==> config.mk <==
export PLATFORM = sky130hd
export DESIGN_NAME = env_play
export DESIGN_NICKNAME = d
export VERILOG_FILES = /design/src/rtl/env_play_pkg.sv /design/src/rtl/env_play_vpipe.sv /design/src/rtl/env_play.sv
export SDC_FILE = /design/constraint.sdc
export NUM_CORES = 1
export LEC_CHECK = 0
export CAP_MARGIN = 20
export CORE_AREA = 2 2 418 420
export CTS_BUF_LIST = sky130_fd_sc_hd__clkbuf_8 sky130_fd_sc_hd__clkbuf_16
export DETAILED_ROUTE_END_ITERATION = 12
export DIE_AREA = 0 0 420 422
export SLEW_MARGIN = 20
export SYNTH_ARGS = -nofsm -noshare
export SYNTH_HDL_FRONTEND = slang
export SYNTH_HIERARCHICAL = 1
export SYNTH_SLANG_ARGS = --single-unit
export TNS_END_PERCENT = 20
==> constraint.sdc <==
create_clock -name clk -period 5.55 [get_ports clk]
set_input_delay 0.8325 -clock clk [delete_from_list [all_inputs] [get_ports clk]]
set_output_delay 0.8325 -clock clk [all_outputs]
set_load 0.02 [all_outputs]
==> src/rtl/env_play_pkg.sv <==
// rtl/env_play_pkg.sv - shared FSM state type and default parameters for env_play
package env_play_pkg;

  typedef enum logic [1:0] {
    ST_IDLE  = 2'd0,
    ST_READ  = 2'd1,
    ST_DRAIN = 2'd2
  } state_e;

  localparam int NSLICE_DEF = 16;
  localparam int ADDRW_DEF  = 12;
  localparam int RDLAT_DEF  = 2;

endpackage

==> src/rtl/env_play_vpipe.sv <==
// rtl/env_play_vpipe.sv - valid/last shift register that tracks reads through the memory latency
module env_play_vpipe #(
  parameter int DEPTH = 3
) (
  input  logic clk,
  input  logic rst_n,
  input  logic flush,
  input  logic in_valid,
  input  logic in_last,
  output logic cap_valid,
  output logic out_valid,
  output logic out_last
);

  logic [DEPTH-1:0] valid_q, valid_d;
  logic [DEPTH-1:0] last_q, last_d;

  always_comb begin
    valid_d = {valid_q[DEPTH-2:0], in_valid};
    last_d  = {last_q[DEPTH-2:0], in_valid & in_last};
    if (flush) begin
      valid_d = '0;
      last_d  = '0;
    end
  end

  always_ff @(posedge clk or negedge rst_n) begin
    if (!rst_n) begin
      valid_q <= '0;
      last_q  <= '0;
    end else begin
      valid_q <= valid_d;
      last_q  <= last_d;
    end
  end

  // cap_valid lines up with memdata; out_valid is one register later
  assign cap_valid = valid_q[DEPTH-2];
  assign out_valid = valid_q[DEPTH-1];
  assign out_last  = last_q[DEPTH-1];

endmodule

==> src/rtl/env_play.sv <==
// rtl/env_play.sv - envelope playback engine; ENV_PLAY_LOOP_EN adds nloop repeat playback
module env_play
  import env_play_pkg::*;
#(
  parameter int NSLICE = NSLICE_DEF,
  parameter int ADDRW  = ADDRW_DEF,
  parameter int RDLAT  = RDLAT_DEF
) (
  input  logic                  clk,
  input  logic                  reset,
  input  logic                  start,
  input  logic [ADDRW-1:0]      envaddr,
  input  logic [ADDRW-1:0]      envlen,
`ifdef ENV_PLAY_LOOP_EN
  input  logic [7:0]            nloop,
`endif
  input  logic                  abort,
  output logic [ADDRW-1:0]      memaddr,
  output logic                  memrd,
  input  logic [NSLICE*32-1:0]  memdata,
  output logic [NSLICE*32-1:0]  envxy32x16,
  output logic                  envvalid,
  output logic                  busy,
  output logic                  done
);

  state_e               state_q, state_d;
  logic [ADDRW-1:0]     addr_q, addr_d;
  logic [ADDRW-1:0]     rem_q, rem_d;
  logic [ADDRW-1:0]     base_q, base_d;
  logic [ADDRW-1:0]     len_q, len_d;
  logic                 done_q, done_d;
  logic [NSLICE*32-1:0] data_q, data_d;
`ifdef ENV_PLAY_LOOP_EN
  logic [7:0]           loop_q, loop_d;
`endif
  logic                 flush;
  logic                 last_rd;
  logic                 cap_valid, out_valid, out_last;

  assign memrd      = (state_q == ST_READ);
  assign memaddr    = addr_q;
  assign busy       = (state_q != ST_IDLE);
  assign done       = done_q;
  assign envvalid   = out_valid;
  assign envxy32x16 = data_q;

  always_comb begin
    state_d = state_q;
    addr_d  = addr_q;
    rem_d   = rem_q;
    base_d  = base_q;
    len_d   = len_q;
    done_d  = 1'b0;
    flush   = 1'b0;
    last_rd = 1'b0;
`ifdef ENV_PLAY_LOOP_EN
    loop_d  = loop_q;
`endif
    case (state_q)
      ST_IDLE: begin
        // abort outranks a coincident start even though IDLE has nothing to stop
        if (start && !abort) begin
          if (envlen != '0) begin
            state_d = ST_READ;
            addr_d  = envaddr;
            base_d  = envaddr;
            rem_d   = envlen;
            len_d   = envlen;
`ifdef ENV_PLAY_LOOP_EN
            loop_d  = nloop;
`endif
          end else begin
            done_d = 1'b1;
          end
        end
      end
      ST_READ: begin
        if (abort) begin
          flush   = 1'b1;
          state_d = ST_IDLE;
        end else begin
          addr_d = addr_q + ADDRW'(1);
          rem_d  = rem_q - ADDRW'(1);
          if (rem_q == ADDRW'(1)) begin
`ifdef ENV_PLAY_LOOP_EN
            if (loop_q != 8'd0) begin
              addr_d = base_q;
              rem_d  = len_q;
              loop_d = loop_q - 8'd1;
            end else begin
              last_rd = 1'b1;
              state_d = ST_DRAIN;
            end
`else
            last_rd = 1'b1;
            state_d = ST_DRAIN;
`endif
          end
        end
      end
      ST_DRAIN: begin
        if (abort) begin
          flush   = 1'b1;
          state_d = ST_IDLE;
        end else if (out_valid && out_last) begin
          state_d = ST_IDLE;
          done_d  = 1'b1;
        end
      end
      default: state_d = ST_IDLE;
    endcase

    data_d = '0;
    if (!flush && cap_valid) data_d = memdata;
  end

  always_ff @(posedge clk or negedge reset) begin
    if (!reset) begin
      state_q <= ST_IDLE;
      addr_q  <= '0;
      rem_q   <= '0;
      base_q  <= '0;
      len_q   <= '0;
      done_q  <= 1'b0;
      data_q  <= '0;
`ifdef ENV_PLAY_LOOP_EN
      loop_q  <= '0;
`endif
    end else begin
      state_q <= state_d;
      addr_q  <= addr_d;
      rem_q   <= rem_d;
      base_q  <= base_d;
      len_q   <= len_d;
      done_q  <= done_d;
      data_q  <= data_d;
`ifdef ENV_PLAY_LOOP_EN
      loop_q  <= loop_d;
`endif
    end
  end

  env_play_vpipe #(
    .DEPTH(RDLAT + 1)
  ) u_vpipe (
    .clk      (clk),
    .rst_n    (reset),
    .flush    (flush),
    .in_valid (memrd),
    .in_last  (last_rd),
    .cap_valid(cap_valid),
    .out_valid(out_valid),
    .out_last (out_last)
  );

endmodule

# Word-level counts from Yosys, hierarchy flattened
# Index checks and enable logic that the tools add are counted.
# W data, S select, Z words.
# totals
regBits	545
input_bits	540
# classes
muxes	28
eq_ne	8
reduce_logical	12
bitwise_logic	1
addsub	2
# ops
cell	n
$mux W512	1
$mux W12	6
$pmux W12 S2	2
$add A12 B1 Y12 const B	1
$eq A12 B1 Y1 const B	1
$mux W2	6
$reduce_bool A12 Y1	1
$sub A12 B1 Y12 const B	1
$mux W1	9
$reduce_and A4 Y1	2
$mux W3	2
$ne A2 B2 Y1 const B	3
$ne A3 B3 Y1 const B	2
$pmux W2 S3	1
$reduce_bool A2 Y1	2
$logic_and A1 B1 Y1	3
$eq A2 B1 Y1 const B	1
$eq A2 B2 Y1 const B	1
$logic_not A1 Y1	2
$logic_not A2 Y1	1
$pmux W1 S2	1
$reduce_or A2 Y1	1
$and A1 B1 Y1	1

# Logic depth before layout (Yosys ltp)
# Gate-level depths: netlist of the first run.
# logic_depth
ltp_word	6
mapped_depth	8
ltp_nobuf	6

# Modules after synthesis
# The synthesis of the first run kept the hierarchy.
# modules_own_cells
mod	instances	cells_per_inst	seq_area_each_um2	area_each_um2
env_play	1	1313	13487.9	18197.5
env_play_vpipe	1	12	150.1	203.9

# Worst setup path after synthesis of the first run
# Ideal clock, no wire load.
# synth_timing
path_type	in2reg
startpoint	input port envlen[0]
endpoint	register addr_q[3] (netlist: memaddr[3])
n_path_buf	1
cell_stages	5
required_ps	5426
t_arrival_ps	2071
setup_slack_ps	3355
path_cell_list	nor4_1 a41o_1 buf_2 nor4_1 a211o_1
# synth_via
elab_chain_len	3
# synth_lines
item	line_no	source
start: declaration	env_play.sv:13	input logic [ADDRW-1:0] envlen,
$reduce_bool A12 Y1	env_play.sv:64	if (envlen != '0) begin
$ne A2 B2 Y1 (no line)	n/a	
$reduce_and A4 Y1 (no line)	n/a	
end signal: assignment	env_play.sv:132	addr_q <= addr_d;
end: declaration	env_play.sv:28	logic [ADDRW-1:0] addr_q, addr_d;
# No other way between the ends.
# A chain may end at the register's enable or synchronous reset.

# Worst setup path after layout of the first run
# layout_timing
startpoint	register state_q[1]
endpoint	output port memrd
# layout_via
elab_chain_len	1
# layout_lines
item	line_no	source
start: declaration	env_play.sv:27	state_e state_q, state_d;
start signal: assignment	env_play.sv:131	state_q <= state_d;
$eq A2 B1 Y1	env_play.sv:41	assign memrd = (state_q == ST_READ);
end: declaration	env_play.sv:19	output logic memrd,
# No other way between the ends.

==> results of run 1 <==
## cell usage after synthesis, types with 3 or more instances
| master | count | area share, % |
|---|---|---|
| nor2_1 | 12 | 0.24 |
| a41oi_1 | 3 | 0.14 |
| o21ai_0 | 15 | 0.41 |
| dfrtp_1 | 545 | 74 |
| o22a_1 | 3 | 0.14 |
| nor4_1 | 7 | 0.24 |
| buf_2 | 4 | 0.11 |
| a31oi_1 | 10 | 0.34 |
| a211o_1 | 6 | 0.29 |
| nor2b_1 | 3 | 0.10 |
| and2b_2 | 5 | 0.24 |
| a41o_1 | 4 | 0.22 |
| a21oi_1 | 10 | 0.27 |
| or3_1 | 3 | 0.10 |
| clkbuf_1 | 71 | 1.4 |
| inv_1 | 9 | 0.18 |
| or4_1 | 4 | 0.16 |
| nor3_1 | 9 | 0.24 |
| ha_1 | 6 | 0.41 |
| mux2i_1 | 3 | 0.16 |
| nand4_1 | 10 | 0.34 |
| nand2_1 | 16 | 0.33 |
| nand3_1 | 9 | 0.24 |
| and2_1 | 515 | 18 |
| o31ai_1 | 3 | 0.12 |
| o41ai_1 | 3 | 0.14 |
## cells by family (layout without fill, tap and decap cells)
group,count (synthesis),after routing,share of synthesized area [%]
compound gates,78,78,3.142
fa+ha+maj,6,6,0.4080
buf+inv,86,1226,1.781
flops,545,545,74.11
mux,3,3,0.1632
other cells,0,17,0
simple gates,607,607,20.39
## where the power goes
group	switching [mW]	internal [mW]
Combinational	3.23	2.49
Clock	2.05	2.85
Sequential	0.431	4.90
## cell usage in the layout, fill, tap and decap left out, types with 3 or more instances in the layout
| cell | count |
|---|---|
| mux2i_1 | 3 |
| inv_1 | 25 |
| or3_1 | 3 |
| clkinvlp_4 | 5 |
| clkinv_4 | 4 |
| o31ai_1 | 3 |
| o22a_1 | 3 |
| o21ai_0 | 15 |
| clkbuf_16 | 76 |
| bufinv_16 | 4 |
| clkdlybuf4s50_1 | 1066 |
| buf_4 | 9 |
| o41ai_1 | 3 |
| dfrtp_1 | 545 |
| or4_1 | 4 |
| and2_1 | 515 |
| ha_1 | 6 |
| inv_6 | 6 |
| a211o_1 | 6 |
| nor4_1 | 7 |
| nor2_1 | 12 |
| clkinv_2 | 8 |
| clkbuf_8 | 12 |
| nand3_1 | 9 |
| a21oi_1 | 10 |
| nand4_1 | 10 |
| diode_2 | 17 |
| and2b_2 | 5 |
| buf_12 | 6 |
| nor3_1 | 9 |
| nand2_1 | 16 |
| a31oi_1 | 10 |
| a41o_1 | 4 |
| a41oi_1 | 3 |
## flip-flops by register name (all words and copies together), names as in the netlist
name,flops
rem_q,12
u_vpipe/valid_q,3
done,1
envxy32x16,512
u_vpipe/last_q,3
memaddr,12
state_q,2
## how the worst min path moves through the flow
stage,end,cells past startpoint,start
floorplan,u_vpipe/last_q[1],1,u_vpipe/last_q[0]
global placement,u_vpipe/last_q[1],1,u_vpipe/last_q[0]
detailed placement,u_vpipe/last_q[1],1,u_vpipe/last_q[0]
CTS,rem_q[10],1,reset
global route,rem_q[5],1,reset
finish,rem_q[6],1,reset
## worst max-delay path, stage by stage (launching register included)
cell and delay, ps:
dfrtp_1 410, inv_1 100, ha_1 260, buf_4 510, clkdlybuf4s50_1 730
## metal layers
metal	up-vias	part of all wire (%)
met2	852	47
met3	249	12
met4	92	4.0
met5	-	0.60
met1	7591	36
li1	6407	-
## layout make-up
class / count / share of cell area [%]
diodes: 17 / 0.1236
clock buffers: 88 / 6.006
clock inverters: 46 / 1.185
inverters: 10 / 0.1091
multi-input cells: 694 / 12.91
flip-flops and latches: 545 / 39.62
well taps: 2325 / 8.452
repair buffers: 1082 / 31.59
## stage by stage
step	utilization [%]	instance area, um2	instances
CTS	19.89	34380	4790
finish	19.91	34420	4807
floorplan	-	18400	1325
global placement	18.45	31900	4656
detailed placement	18.45	31900	4656
global route	19.89	34380	4792
==> results.json, run 1 <==
{
  "grt_setup_unrepaired": "false",
  "syn_inst": 1325,
  "avgSynthCellArea_um2": 13.89,
  "cts_tree": "done",
  "cp.arrival_ps": 2700,
  "synth_seq_cells": 545,
  "syn-num-nets": 1871,
  "drc": 0,
  "syn_area_mm2": 0.01840,
  "ys_types": 54,
  "drt_iter0_drc": 1301,
  "cts_buffer_depth": 3,
  "start_kind": "flip-flop",
  "antenna_found_initial": 107,
  "cts_buffers": 74,
  "overflow": 0,
  "first_pass_iters": 5,
  "register_area_mm2": 0.01364,
  "io_pins": 1068,
  "worstReg2RegEnd": "memaddr[7]",
  "hold_viol_final": 0,
  "drv_slew": 0,
  "portBuffers": 1067,
  "crit_required_ps": 4720,
  "synth_seq_area_share_pct": 74.11,
  "final_nets": 2953,
  "finClkSkew_ps": 40.16,
  "setup_violations": 0,
  "layout-area-overhead-vs-synth_pct": 87.04,
  "min_path_type": "in2async",
  "synth_edf_count": 0,
  "drtAntennaViolNets": 0,
  "cts_resized": 0,
  "maxSlewHeadroom_pct": 28.11,
  "multiInputGateArea_mm2": 0.004443,
  "grt_util_met3_pct": 7.169,
  "critPathKind": "reg2out",
  "critPathCapture": "memrd",
  "ir_drop_v": 0.0002518,
  "nFillCells": 18650,
  "cts_setup_buffers": 0,
  "min_period_over_period_pct": 63.64,
  "post-place-ws_ps": 1926,
  "ctsHoldBuffers": 0,
  "ys.flop_type": "dfrtp_1",
  "max_slew.worst_pin.slew_ps": 1078,
  "crit_fanout": 51,
  "power_mw": 15.95,
  "met2_usage_pct": 20.33,
  "layout_setup_ws_ps": 2018,
  "r2r_start": "state_q[1]",
  "fin_crit_ps": 3532,
  "clk_latency_ps": 690,
  "maxCapViolations": 0,
  "clkTransAtPathRegs_ps": 60,
  "num_vias": 15190,
  "met1_usage_pct": 14.07,
  "cts_htree_levels": 3,
  "top_usage_layer": "met2",
  "setup_tns_ps": 0,
  "whs_ps": 104.4,
  "status": "finished clean",
  "cts_root_buf": "clkbuf_16",
  "drive_gt1_share_pct": 6.045,
  "via_per_inst": 3.160,
  "die_w_um": 420,
  "r2r_cells": 7,
  "grt_pass1_vias": 15370,
  "place.gp.congestion": 0.9810,
  "critPathCaptureType": "primary output",
  "drt-total-wl_um": 116400,
  "die-area_mm2": 0.1772,
  "clock_sinks": 545,
  "grt.total_usage_pct": 12.85,
  "initial_utilization_pct": 10.64,
  "fp.coreArea_mm2": 0.1729,
  "die_h_um": 422,
  "post_drt_wl_per_cell_um": 24.21,
  "reg2reg_slack_ps": 2390,
  "grt_max_degree": 163,
  "fmax_mhz": 283.1,
  "leakage_nw": 14.58,
  "hpwlAfterDp_um": 95730,
  "grt_pass1_wl_um": 150200,
  "p_per_area_mw_per_mm2": 463.6,
  "rows": 153,
  "ys_warn_count": 6,
  "async_flop_share_pct": 100.0,
  "crit_path_start": "state_q[1]"
}
No activity file was read; power rests on OpenSTA's default activity.
==> run 2, diff against run 1 <==
- CORE_AREA: 2 2 418 420 -> 2 2 411 413
- DIE_AREA: 0 0 420 422 -> 0 0 413 415
- clock period: 5.55 -> 2.92 ns (I/O delays scaled with it)
==> results.json, run 2 (synthesized netlist as in run 1, its figures left out) <==
{
  "status": "finished clean",
  "grt_pass1_vias": 15800,
  "grt_setup_unrepaired": "false",
  "start_kind": "flip-flop",
  "power_mw": 30.40,
  "cts_root_buf": "clkbuf_16",
  "grt_pass1_wl_um": 158100,
  "final_nets": 2971,
  "crit_required_ps": 2480,
  "maxCapViolations": 0,
  "maxSlewHeadroom_pct": 54.91,
  "wl_met2_um": 58040,
  "drtAntennaViolNets": 0,
  "final_cell_mix": "clkdlybuf4s50_1, dfrtp_1, and2_1",
  "largest_reg_flops": 512,
  "setup_tns_ps": 0,
  "final_common_cell": "clkdlybuf4s50_1",
  "met3_length_um": 17930,
  "utilization_pct": 20.65,
  "place.gp.congestion": 0.9710,
  "critPathCaptureType": "primary output",
  "cts_resized": 0,
  "dpl-instance-area_mm2": 0.03199,
  "grt_max_degree": 107,
  "highest_layer": "met5",
  "cp.arrival_ps": 2120,
  "ir_drop_v": 0.0004234,
  "cts_htree_levels": 3,
  "drv_slew": 0,
  "first_pass_iters": 5,
  "drt_iter0_drc": 861,
  "path_cells": "inv_1, ha_1, inv_1, clkdlybuf4s50_1",
  "die_h_um": 415,
  "drc": 0,
  "io_pins": 1068,
  "post_drt_wl_per_cell_um": 26.43,
  "whs_ps": 262.3,
  "portBuffers": 1067,
  "die_w_um": 413,
  "cts_buffers": 72,
  "cts_buffer_depth": 3,
  "die-area_mm2": 0.1714,
  "grt.total_usage_pct": 14.10,
  "cts_setup_buffers": 0,
  "antenna_found_initial": 124,
  "initial_utilization_pct": 11.04,
  "via_per_inst": 3.249,
  "min_path_type": "in2async",
  "finClkSkew_ps": 37.45,
  "hpwlAfterDp_um": 103100,
  "layout-area-overhead-vs-synth_pct": 87.03,
  "crit_top_cell": "inv_1",
  "p_per_area_mw_per_mm2": 883.3,
  "overflow": 0,
  "setup_violations": 0,
  "wl_met1_um": 44730,
  "critPathKind": "reg2out",
  "rows": 150,
  "max_slew.worst_pin.slew_ps": 676.4,
  "leakage_nw": 14.68,
  "fp.coreArea_mm2": 0.1667,
  "drt-total-wl_um": 124000,
  "crit_buf_inv": 3,
  "clkTransAtPathRegs_ps": 60,
  "path_delay_family": "buffers and inverters",
  "num_vias": 15240,
  "hold_viol_final": 0,
  "min_period_over_period_pct": 87.60,
  "drive_gt1_share_pct": 6.895,
  "postLayoutCellArea_mm2": 0.03442,
  "cts_tree": "done",
  "slowest_delay_ps": 620,
  "slowest_stage": "clkdlybuf4s50_1",
  "clock_sinks": 545,
  "crit_fanout": 4,
  "fin_crit_ps": 2558,
  "clk_latency_ps": 690,
  "fmax_mhz": 391.0
}
## run 2: what timing repair did
item / CTS / global route
endpoints found under the hold margin: 59 / 0
hold buffers: 1 / 0
setup endpoints to repair: 0 / 0
## run 2: layer usage
metal | track usage, % | vias up
li1 | - | 6414
met1 | 15.10 | 7602
met2 | 22.99 | 916
met3 | 8.954 | 307
met4 | 3.593 | 2
met5 | 0 | -
## run 2: cell type report
type / instances / area, um2
Tap cell: 2204 / 2758
Fill cell: 18060 / 132200
Clock buffer: 85 / 1992
Multi-Input combinational cell: 694 / 4443
Timing Repair Buffer: 1102 / 11130
Sequential cell: 545 / 13640
Antenna cell: 7 / 17.52
Inverter: 10 / 37.54
Clock inverter: 44 / 402.9
## run 2: metrics by stage
step                setup slack (ps)  cells
finish                         362.2   4691
CTS                            270.8   4684
detailed placement             278.8   4554
global route                   234.4   4688
global placement               320.5   4554
floorplan                      958.5   1325
## run 2: power by group
| part | switching, mW | total, mW | internal (mW) | leakage [nW] |
|---|---|---|---|---|
| Sequential | 0.829 | 10.1 | 9.32 | 7.32 |
| Clock | 3.85 | 9.03 | 5.18 | 1.22 |
| Combinational | 6.29 | 11.2 | 4.92 | 6.13 |
## run 2: final timing paths
check	from	cells past startpoint	slack [ps]	end
hold reg to reg	u_vpipe/last_q[0]	1	470	u_vpipe/last_q[1]
setup reg to reg	state_q[0]	6	600	memaddr[5]
hold / removal	reset	2	260	envxy32x16[235]
min in group clk	memdata[52]	2	290	envxy32x16[52]
setup / recovery	state_q[0]	4	360	busy
max in group asynchronous	reset	3	1670	envxy32x16[505]
## run 2: worst register-to-register path: stages, from the launching register on
cell     delay, ps
dfrtp_1        380
inv_1          100
ha_1           260
mux2i_1        180
a41oi_2        490
nand2_1        400
a211o_1        390
